<file path="config.mk">
export PLATFORM = sky130hd
export DESIGN_NAME = fetch_unit_flat
export DESIGN_NICKNAME = d
export VERILOG_FILES = /design/src/rtl/simplerisc_pkg.sv /design/src/rtl/fetch_unit_if.sv /design/src/rtl/fetch_skid.sv /design/src/rtl/fetch_unit.sv /design/src/flat_wrapper.sv
export SDC_FILE = /design/constraint.sdc
export NUM_CORES = 1
export LEC_CHECK = 0
export ABC_AREA = 0
export BUFFER_PORTS_ARGS = -buffer_cell sky130_fd_sc_hd__buf_4
export CAP_MARGIN = 20
export CORE_ASPECT_RATIO = 1.25
export CORE_MARGIN = 1.5
export CORE_UTILIZATION = 55
export DETAILED_ROUTE_END_ITERATION = 8
export GPL_ROUTABILITY_DRIVEN = 0
export PLACE_DENSITY = 0.8
export SETUP_SLACK_MARGIN = 0.15
export SYNTH_ARGS = -nofsm -noshare
export SYNTH_HDL_FRONTEND = slang
export SYNTH_SLANG_ARGS = --single-unit
</file>
<file path="constraint.sdc">
create_clock -name clk -period 2.7 [get_ports clk]
set_input_delay 0.54 -clock clk [delete_from_list [all_inputs] [get_ports clk]]
set_output_delay 0.54 -clock clk [all_outputs]
set_load 0.05 [all_outputs]
</file>
<file path="src/rtl/simplerisc_pkg.sv">
// simplerisc_pkg: shared constants and types for the SimpleRISC fetch stage.
//   NOP_INSTR     - encoding injected into the IF/OF latch for bubbles
//   OPCODE_W      - opcode field width (top bits of the instruction word)
//   OP_NOP        - nop opcode
//   fetch_state_t - fetch FSM states
package simplerisc_pkg;

    localparam int                  OPCODE_W  = 5;
    localparam logic [OPCODE_W-1:0] OP_NOP    = 5'b01101;
    localparam logic [31:0]         NOP_INSTR = {OP_NOP, {(32-OPCODE_W){1'b0}}};

    // REQ: nothing outstanding; WAIT: one live request outstanding;
    // DISCARD: one request outstanding whose response must be dropped.
    typedef enum logic [1:0] {
        REQ     = 2'd0,
        WAIT    = 2'd1,
        DISCARD = 2'd2
    } fetch_state_t;

endpackage

</file>
<file path="src/rtl/fetch_unit_if.sv">
// fetch_unit_if: instruction-memory request/response bus.
//   imem_req   - single-cycle request pulse (fetch -> memory)
//   imem_addr  - word address, valid with imem_req
//   imem_valid - response strobe, one per request (memory -> fetch)
//   imem_rdata - instruction word, valid with imem_valid
interface fetch_unit_if;

    logic        imem_req;
    logic [31:0] imem_addr;
    logic        imem_valid;
    logic [31:0] imem_rdata;

    modport master (output imem_req, output imem_addr, input imem_valid, input imem_rdata);
    modport slave  (input imem_req, input imem_addr, output imem_valid, output imem_rdata);

endinterface

</file>
<file path="src/rtl/fetch_skid.sv">
// fetch_skid: one-entry instruction+pc holding buffer used when a memory
// response arrives while the IF/OF latch is stalled.
//   clk, rst_n          - clock, async active-low reset
//   load                - capture load_instr/load_pc, mark valid
//   drain               - entry consumed by the latch, mark empty
//   clear               - flush (branch redirect); wins over load/drain
//   load_instr, load_pc - data to capture
//   valid, instr, pc    - current entry
module fetch_skid (
    input  logic        clk,
    input  logic        rst_n,
    input  logic        load,
    input  logic        drain,
    input  logic        clear,
    input  logic [31:0] load_instr,
    input  logic [31:0] load_pc,
    output logic        valid,
    output logic [31:0] instr,
    output logic [31:0] pc
);

    logic        valid_q, valid_d;
    logic [31:0] instr_q, instr_d;
    logic [31:0] pc_q, pc_d;

    always_comb begin
        valid_d = valid_q;
        instr_d = instr_q;
        pc_d    = pc_q;
        if (clear) begin
            valid_d = 1'b0;
        end else if (load) begin
            valid_d = 1'b1;
            instr_d = load_instr;
            pc_d    = load_pc;
        end else if (drain) begin
            valid_d = 1'b0;
        end
    end

    always_ff @(posedge clk or negedge rst_n) begin
        if (!rst_n) begin
            valid_q <= 1'b0;
            instr_q <= '0;
            pc_q    <= '0;
        end else begin
            valid_q <= valid_d;
            instr_q <= instr_d;
            pc_q    <= pc_d;
        end
    end

    assign valid = valid_q;
    assign instr = instr_q;
    assign pc    = pc_q;

endmodule

</file>
<file path="src/rtl/fetch_unit.sv">
// fetch_unit: SimpleRISC instruction fetch stage plus the IF/OF latch.
// Keeps the PC, issues one word request at a time, and loads the IF/OF
// latch with one instruction per cycle. Stalls park at most one response in
// a skid buffer; branch redirects flush the latch and skid and drop the stale
// in-flight response.
//   clk, rst_n   - clock, async active-low reset
//   stall        - hazard unit: hold the IF/OF latch
//   branch_taken - EX redirect (flush), priority over everything
//   branch_pc    - redirect target
//   imem         - instruction memory bus (master side)
//   if_instr     - IF/OF instruction to decoder
//   if_pc        - PC of if_instr
//   if_valid     - IF/OF holds a real instruction
module fetch_unit
    import simplerisc_pkg::*;
#(
    parameter logic [31:0] RESET_PC = 32'h0000_0000
) (
    input  logic                clk,
    input  logic                rst_n,
    input  logic                stall,
    input  logic                branch_taken,
    input  logic [31:0]         branch_pc,
    fetch_unit_if.master        imem,
    output logic [31:0]         if_instr,
    output logic [31:0]         if_pc,
    output logic                if_valid
);

    fetch_state_t state_q, state_d;
    logic [31:0]  pc_q, pc_d;
    logic [31:0]  req_pc_q, req_pc_d;
    logic [31:0]  if_instr_q, if_instr_d;
    logic [31:0]  if_pc_q, if_pc_d;
    logic         if_valid_q, if_valid_d;

    logic         skid_valid, skid_load, skid_drain;
    logic [31:0]  skid_instr, skid_pc;
    logic         issue, resp_live;

    fetch_skid u_skid (
        .clk        (clk),
        .rst_n      (rst_n),
        .load       (skid_load),
        .drain      (skid_drain),
        .clear      (branch_taken),
        .load_instr (imem.imem_rdata),
        .load_pc    (req_pc_q),
        .valid      (skid_valid),
        .instr      (skid_instr),
        .pc         (skid_pc)
    );

    always_comb begin
        // rst_n gating keeps the request low while reset is held; the FSM
        // sits in REQ then and would otherwise advertise a request.
        issue = rst_n && !branch_taken && !skid_valid &&
                (state_q == REQ || (state_q == WAIT && imem.imem_valid && !stall));
        // Only a response in WAIT carries a usable instruction; in DISCARD it is stale.
        resp_live = (state_q == WAIT) && imem.imem_valid;

        state_d    = state_q;
        pc_d       = pc_q;
        req_pc_d   = req_pc_q;
        if_instr_d = if_instr_q;
        if_pc_d    = if_pc_q;
        if_valid_d = if_valid_q;
        skid_load  = 1'b0;
        skid_drain = 1'b0;

        if (branch_taken) begin
            pc_d       = branch_pc;
            if_valid_d = 1'b0;
            if_instr_d = NOP_INSTR;
            // A request still in flight must be swallowed when it returns.
            if (state_q != REQ && !imem.imem_valid) state_d = DISCARD;
            else                                    state_d = REQ;
        end else begin
            if (issue) begin
                req_pc_d = pc_q;
                pc_d     = pc_q + 32'd4;
                state_d  = WAIT;
            end else if (imem.imem_valid && state_q != REQ) begin
                state_d = REQ;
            end

            if (!stall) begin
                if (skid_valid) begin
                    if_valid_d = 1'b1;
                    if_instr_d = skid_instr;
                    if_pc_d    = skid_pc;
                    skid_drain = 1'b1;
                end else if (resp_live) begin
                    if_valid_d = 1'b1;
                    if_instr_d = imem.imem_rdata;
                    if_pc_d    = req_pc_q;
                end else begin
                    if_valid_d = 1'b0;
                    if_instr_d = NOP_INSTR;
                end
            end else if (resp_live) begin
                skid_load = 1'b1;
            end
        end
    end

    always_ff @(posedge clk or negedge rst_n) begin
        if (!rst_n) begin
            state_q    <= REQ;
            pc_q       <= RESET_PC;
            req_pc_q   <= '0;
            if_instr_q <= NOP_INSTR;
            if_pc_q    <= '0;
            if_valid_q <= 1'b0;
        end else begin
            state_q    <= state_d;
            pc_q       <= pc_d;
            req_pc_q   <= req_pc_d;
            if_instr_q <= if_instr_d;
            if_pc_q    <= if_pc_d;
            if_valid_q <= if_valid_d;
        end
    end

    assign imem.imem_req  = issue;
    assign imem.imem_addr = pc_q;
    assign if_instr       = if_instr_q;
    assign if_pc          = if_pc_q;
    assign if_valid       = if_valid_q;

endmodule

</file>
<file path="src/flat_wrapper.sv">
// flat-port wrapper written by rule: the top's interface ports become plain ports
module fetch_unit_flat import simplerisc_pkg::*;
#(
    parameter logic [31:0] RESET_PC = 32'h0000_0000
)
  (clk, rst_n, stall, branch_taken, branch_pc, if_instr, if_pc, if_valid, imem_imem_req, imem_imem_addr, imem_imem_valid, imem_imem_rdata);
  fetch_unit_if imem_i ();
  input  logic clk;
  input  logic rst_n;
  input  logic stall;
  input  logic branch_taken;
  input  logic [31:0] branch_pc;
  output logic [31:0] if_instr;
  output logic [31:0] if_pc;
  output logic if_valid;
  output wire logic [$bits(imem_i.imem_req)-1:0] imem_imem_req;
  output wire logic [$bits(imem_i.imem_addr)-1:0] imem_imem_addr;
  input wire logic [$bits(imem_i.imem_valid)-1:0] imem_imem_valid;
  input wire logic [$bits(imem_i.imem_rdata)-1:0] imem_imem_rdata;
  assign imem_imem_req = imem_i.imem_req;
  assign imem_imem_addr = imem_i.imem_addr;
  assign imem_i.imem_valid = imem_imem_valid;
  assign imem_i.imem_rdata = imem_imem_rdata;
  fetch_unit #(.RESET_PC(RESET_PC)) u_core (.clk(clk), .rst_n(rst_n), .stall(stall), .branch_taken(branch_taken), .branch_pc(branch_pc), .imem(imem_i), .if_instr(if_instr), .if_pc(if_pc), .if_valid(if_valid));
endmodule
</file>
======== Word level (Yosys, flattened, before mapping) ========
Cells that the tools add are included.
storage, ports and cells
  bits in registers ....................... 196
  bits in latches ......................... 0
  memory bits (writable) .................. 0
  bits in read-only memories .............. 0
  output and inout bits ................... 98
  memories kept ........................... 0
operators by class
  $add $sub $neg .......................... 1
  multipliers ............................. 0
  div/mod/pow operators ................... 0
  magnitude comparators ................... 0
  equal/unequal tests ..................... 2
  shift-type cells ........................ 0
  muxes and demuxes ....................... 24
  bitwise logic cells ..................... 2
  reductions and logical operators ........ 21
operators with widths
  kind                     count
  $mux W32                 8
  $add A32 B3 Y32 const B  1
  $mux W1                  12
  $mux W2                  4
  $logic_and A1 B1 Y1      7
  $reduce_bool A2 Y1       3
  $reduce_bool A3 Y1       2
  $logic_not A1 Y1         4
  $reduce_and A2 Y1        2
  $reduce_and A3 Y1        1
  $eq A2 B1 Y1 const B     1
  $logic_not A2 Y1         1
  $ne A2 B1 Y1 const B     1
  $not A1 Y1               2
  $logic_or A1 B1 Y1       1

======== Depth between registers and ports, before layout ========
  depth in word-level cells ............... 7
  mapped depth ............................ 9

======== By module ========
From an unflattened synthesis, not the netlist that was laid out.
second synthesis, totals
  cell total of the unflattened synthesis .. 767
  area, all modules ....................... 8849.7 µm²
by module, submodules not included
  module      instances  cells each  area each (µm²)
  fetch_unit  1          627         6108.4
  fetch_skid  1          140         2741.4

======== Worst setup path before layout ========
OpenSTA, ideal clock, no wires.
  path kind ............................... input port to output port
  start ................................... in branch_taken
  end ..................................... out imem_imem_req
  data arrival time ....................... 1869 ps
  slack ................................... 291 ps
  stages on the path ...................... 6
  buffers on the path ..................... 3
  path through ............................ or4b_1 -> a21o_1 -> inv_2 -> buf_4 -> buf_4 -> buf_2
on the way
  cells in the longest elaborated chain, start to end .. 4
ends and longest elaborated chain
  item                               RTL line            source
  start: declaration                 flat_wrapper.sv:11  input logic branch_taken;
  $logic_not A1 Y1                   fetch_unit.sv:57    issue = rst_n && !branch_taken && !skid_valid &&
  $logic_and A1 B1 Y1 (3 in series)  fetch_unit.sv:57
  end: declaration                   flat_wrapper.sv:16  output wire logic [$bits(imem_i.imem_req)-1:0] imem_imem_req;
Every way passes these cells.

======== Worst setup path in the final report ========
  start ................................... reg u_core.u_skid.valid_q, in the netlist u_core.u_skid.valid
  end ..................................... out imem_imem_req
on the way
  cells in the longest elaborated chain, start to end .. 3
ends and longest elaborated chain
  item                               RTL line          source
  start: declaration                 fetch_skid.sv:22  logic valid_q, valid_d;
  start signal: assignment           fetch_skid.sv:47  valid_q <= valid_d;
  $logic_not A1 Y1                   fetch_unit.sv:57
  $logic_and A1 B1 Y1 (2 in series)  fetch_unit.sv:57
Every way passes these cells.

==> flow_summary.toml <==
[sta]
hold_viol = 0
period_share_pct = 91.5
report.final.setup_viol = 0
timing.fmax_ghz = 0.405
skew_ns = 0.00830
setup-tns-final_ns = 0
worst_pin_slew_ns = 0.887
rsz0062_at_grt = "no"
period_needed_ns = 2.47
drv_slew = 0
slew_headroom_pct = 40.9

[synth]
ys_seq_elements = 196
ys_seq_area_share_pct = 57.3
async_reset_ff_share_pct = 100
ys_warn_count = 0
synthesis.nets = 853
synth.cell_area_mm2 = 0.00857
synth_ff_type = "dfrtp_1"
synth-xor-area-share_pct = 0.102
synth_top_family_by_area = "simple AND/OR/NAND/NOR gates"
post_synth_and_or_nand_nor_area_fraction_pct = 16.1
synth-compound-area-share_pct = 10.4
netlist_instances = 783
synth_mux_area_share_pct = 13.0
yosysUniqueCellTypes = 44
synth-adder-area-share_pct = 0.146
synth.avg_cell_area_um2 = 10.9
synth_edf_count = 0

[clock_tree]
htree_num_levels = 4
numCtsBuffers = 17
path_clk_slew_ns = 0.06
cts_sinks = 196
cts_tree = "done"
root_buffer = "clkbuf_16"
clock_latency_ns = 0.43
clk_path_buf_depth = 2

[detailed_routing]
wirelength_mm = 19.2
drtIter0Drc = 462
drc = 0
firstDrtPassIters = 5
vias = 6459
via_per_inst = 5.62
wl_per_cell_um = 16.7
final_antenna_net_count = 0

[setup_path]
crit_path_end_kind = "output port"
cp-start-kind = "flop"
cp_max_fo = 9
arrival_ns = 1.93
cp.required_ns = 2.16
crit_type = "flop to output port"
r2r_slack_ns = 0.41

[finish]
area_growth_pct = 24.5
post_route_cells_drive_above_1_share_pct = 31.3
layout.cells.non_filler = 1149
fill_cells = 1102
multi_input_area_mm2 = 0.00343
seqCellArea_mm2 = 0.00491
layout.nets = 998
insertedDiodeCount = 0

[floorplanning]
ios = 167
die_w_um = 115
rows = 50
start_util_pct = 56.8
coreArea_mm2 = 0.0151
die_h_um = 143
design.die.area_mm2 = 0.0163

[global_routing]
grt_overflow_total = 0
grt_max_degree = 123
grt_pass1_wl_mm = 31.8
antenna_found_initial = 0
grt_usage_pct = 24.9
grt_pass1_vias = 6223

[pwr]
total_power_mw = 9.07
cellLeakagePower_nw = 4.99
ir_drop_v = 0.000438
power_density_mw_per_mm2 = 851

[min_path]
hold_path.class = "input port to async pin"

[place]
port_buffers = 166
dp.cells = 1117
dpl.hpwl_mm = 12.6

[run_status]
status = "completed"

[job]
drv_cap = 0
[worst paths after layout]
path | from | to | depth (start not counted)
setup / recovery | u_core.u_skid.valid | imem_imem_req | 4
hold / removal | rst_n | u_core.if_pc[7] | 2
setup reg to reg | u_core.u_skid.valid | u_core.imem.imem_addr[29] | 5
hold reg to reg | u_core.if_pc[30] | u_core.if_pc[30] | 2
max in group asynchronous | rst_n | u_core.if_instr[10] | 3
min in group clk | imem_imem_valid | u_core.state_q[1] | 2
[worst max-delay path, stage by stage (launching register included)]
cell and delay, ns:
dfrtp_4 0.47, or4b_4 0.54, a21o_2 0.24, inv_6 0.10
buf_8 0.15
[sequential cells by signal, summed over array words and instances (netlist names)]
register	flops
u_core.state_q	2
u_core.req_pc_q	32
u_core.imem.imem_addr	32
u_core.if_instr	32
u_core.u_skid.pc	32
u_core.u_skid.instr	32
u_core.if_pc	32
u_core.if_valid	1
u_core.u_skid.valid	1
[metrics by stage]
stage | hold slack (ns) | worst slack (ns) | cell area [um2] | utilization [%]
5_1_grt | 0.256 | 0.178 | 10700 | 70.7
3_3_place_gp | 0.464 | 0.292 | 10000 | 66.6
3_5_place_dp | 0.471 | 0.246 | 10000 | 66.6
6_report | 0.195 | 0.230 | 10700 | 70.7
4_1_cts | 0.268 | 0.190 | 10600 | 70.6
2_1_floorplan | 0.244 | 0.291 | 8570 | -
[cell type report]
cell class,count,share of cell area [%]
tap,208,2.44
sequential,196,46.1
clock inverter,7,0.892
timing repair buffer,181,13.4
clock buffer,25,4.74
inverter,6,0.258
multi-input combinational,526,32.2
[cells in the final DEF (no fill, tap or decap), types with 3 or more instances in the layout]
cell type and n:
dfstp_2 3, a22oi_1 3, nor2_1 18, o21ai_0 55
nand2_1 165, nor4_4 3, a21oi_1 4, nor2b_1 32
o311ai_1 3, clkbuf_16 17, and3_1 3, nand2b_1 4
a221oi_1 29, a221o_1 4, clkinvlp_4 4, o22a_1 3
buf_12 4, clkbuf_1 3, o311ai_0 9, mux2_2 69
mux2i_1 34, nor3_1 30, nand4_1 7, clkbuf_8 6
a31oi_1 4, or4_1 3, o211ai_1 9, buf_4 174
inv_1 5, nand3_1 15, dfrtp_1 192
[repair_timing]
action / CTS / global route
gates resized for setup: 2 / 4
hold buffers: 0 / 0
buffers inserted: 0 / 0
pin swaps: 0 / 0
endpoints found under the setup margin: 1 / 36
[routing by layer]
metal / global-route usage, % / part of all wire (%)
met4: 8.55 / 1.9
met5: 0 / 0
met2: 39.6 / 49
met3: 4.73 / 4.7
met1: 34.5 / 45
[Yosys cell counts (5+ instances only)]
cell / n / area share (%)
buf_1: 7 / 0.31
buf_2: 6 / 0.35
nand3_1: 16 / 0.93
nand2_1: 165 / 7.2
clkbuf_1: 40 / 1.8
mux2_2: 69 / 9.1
o21ai_0: 55 / 3.2
inv_1: 5 / 0.22
a221oi_1: 29 / 3.0
mux2i_1: 34 / 4.0
nor3_1: 30 / 1.8
o311ai_0: 9 / 0.92
o211ai_1: 9 / 0.79
dfrtp_1: 193 / 56
nor2b_1: 33 / 2.4
nand4_1: 7 / 0.51
nor2_1: 18 / 0.79
[logic make-up after synthesis]
family / count (synthesis)
fa+ha+maj: 1
simple gates: 291
mux: 103
flops: 196
xor+xnor: 1
compound gates: 130
buf+inv: 61
[power by group]
part | total (mW) | leakage, nW | internal, mW | switching (mW)
logic | 2.43 | 2.22 | 0.893 | 1.53
clock network | 2.54 | 0.282 | 1.49 | 1.05
registers | 4.10 | 2.50 | 3.63 | 0.474
Power figures use the tool's default switching activity.
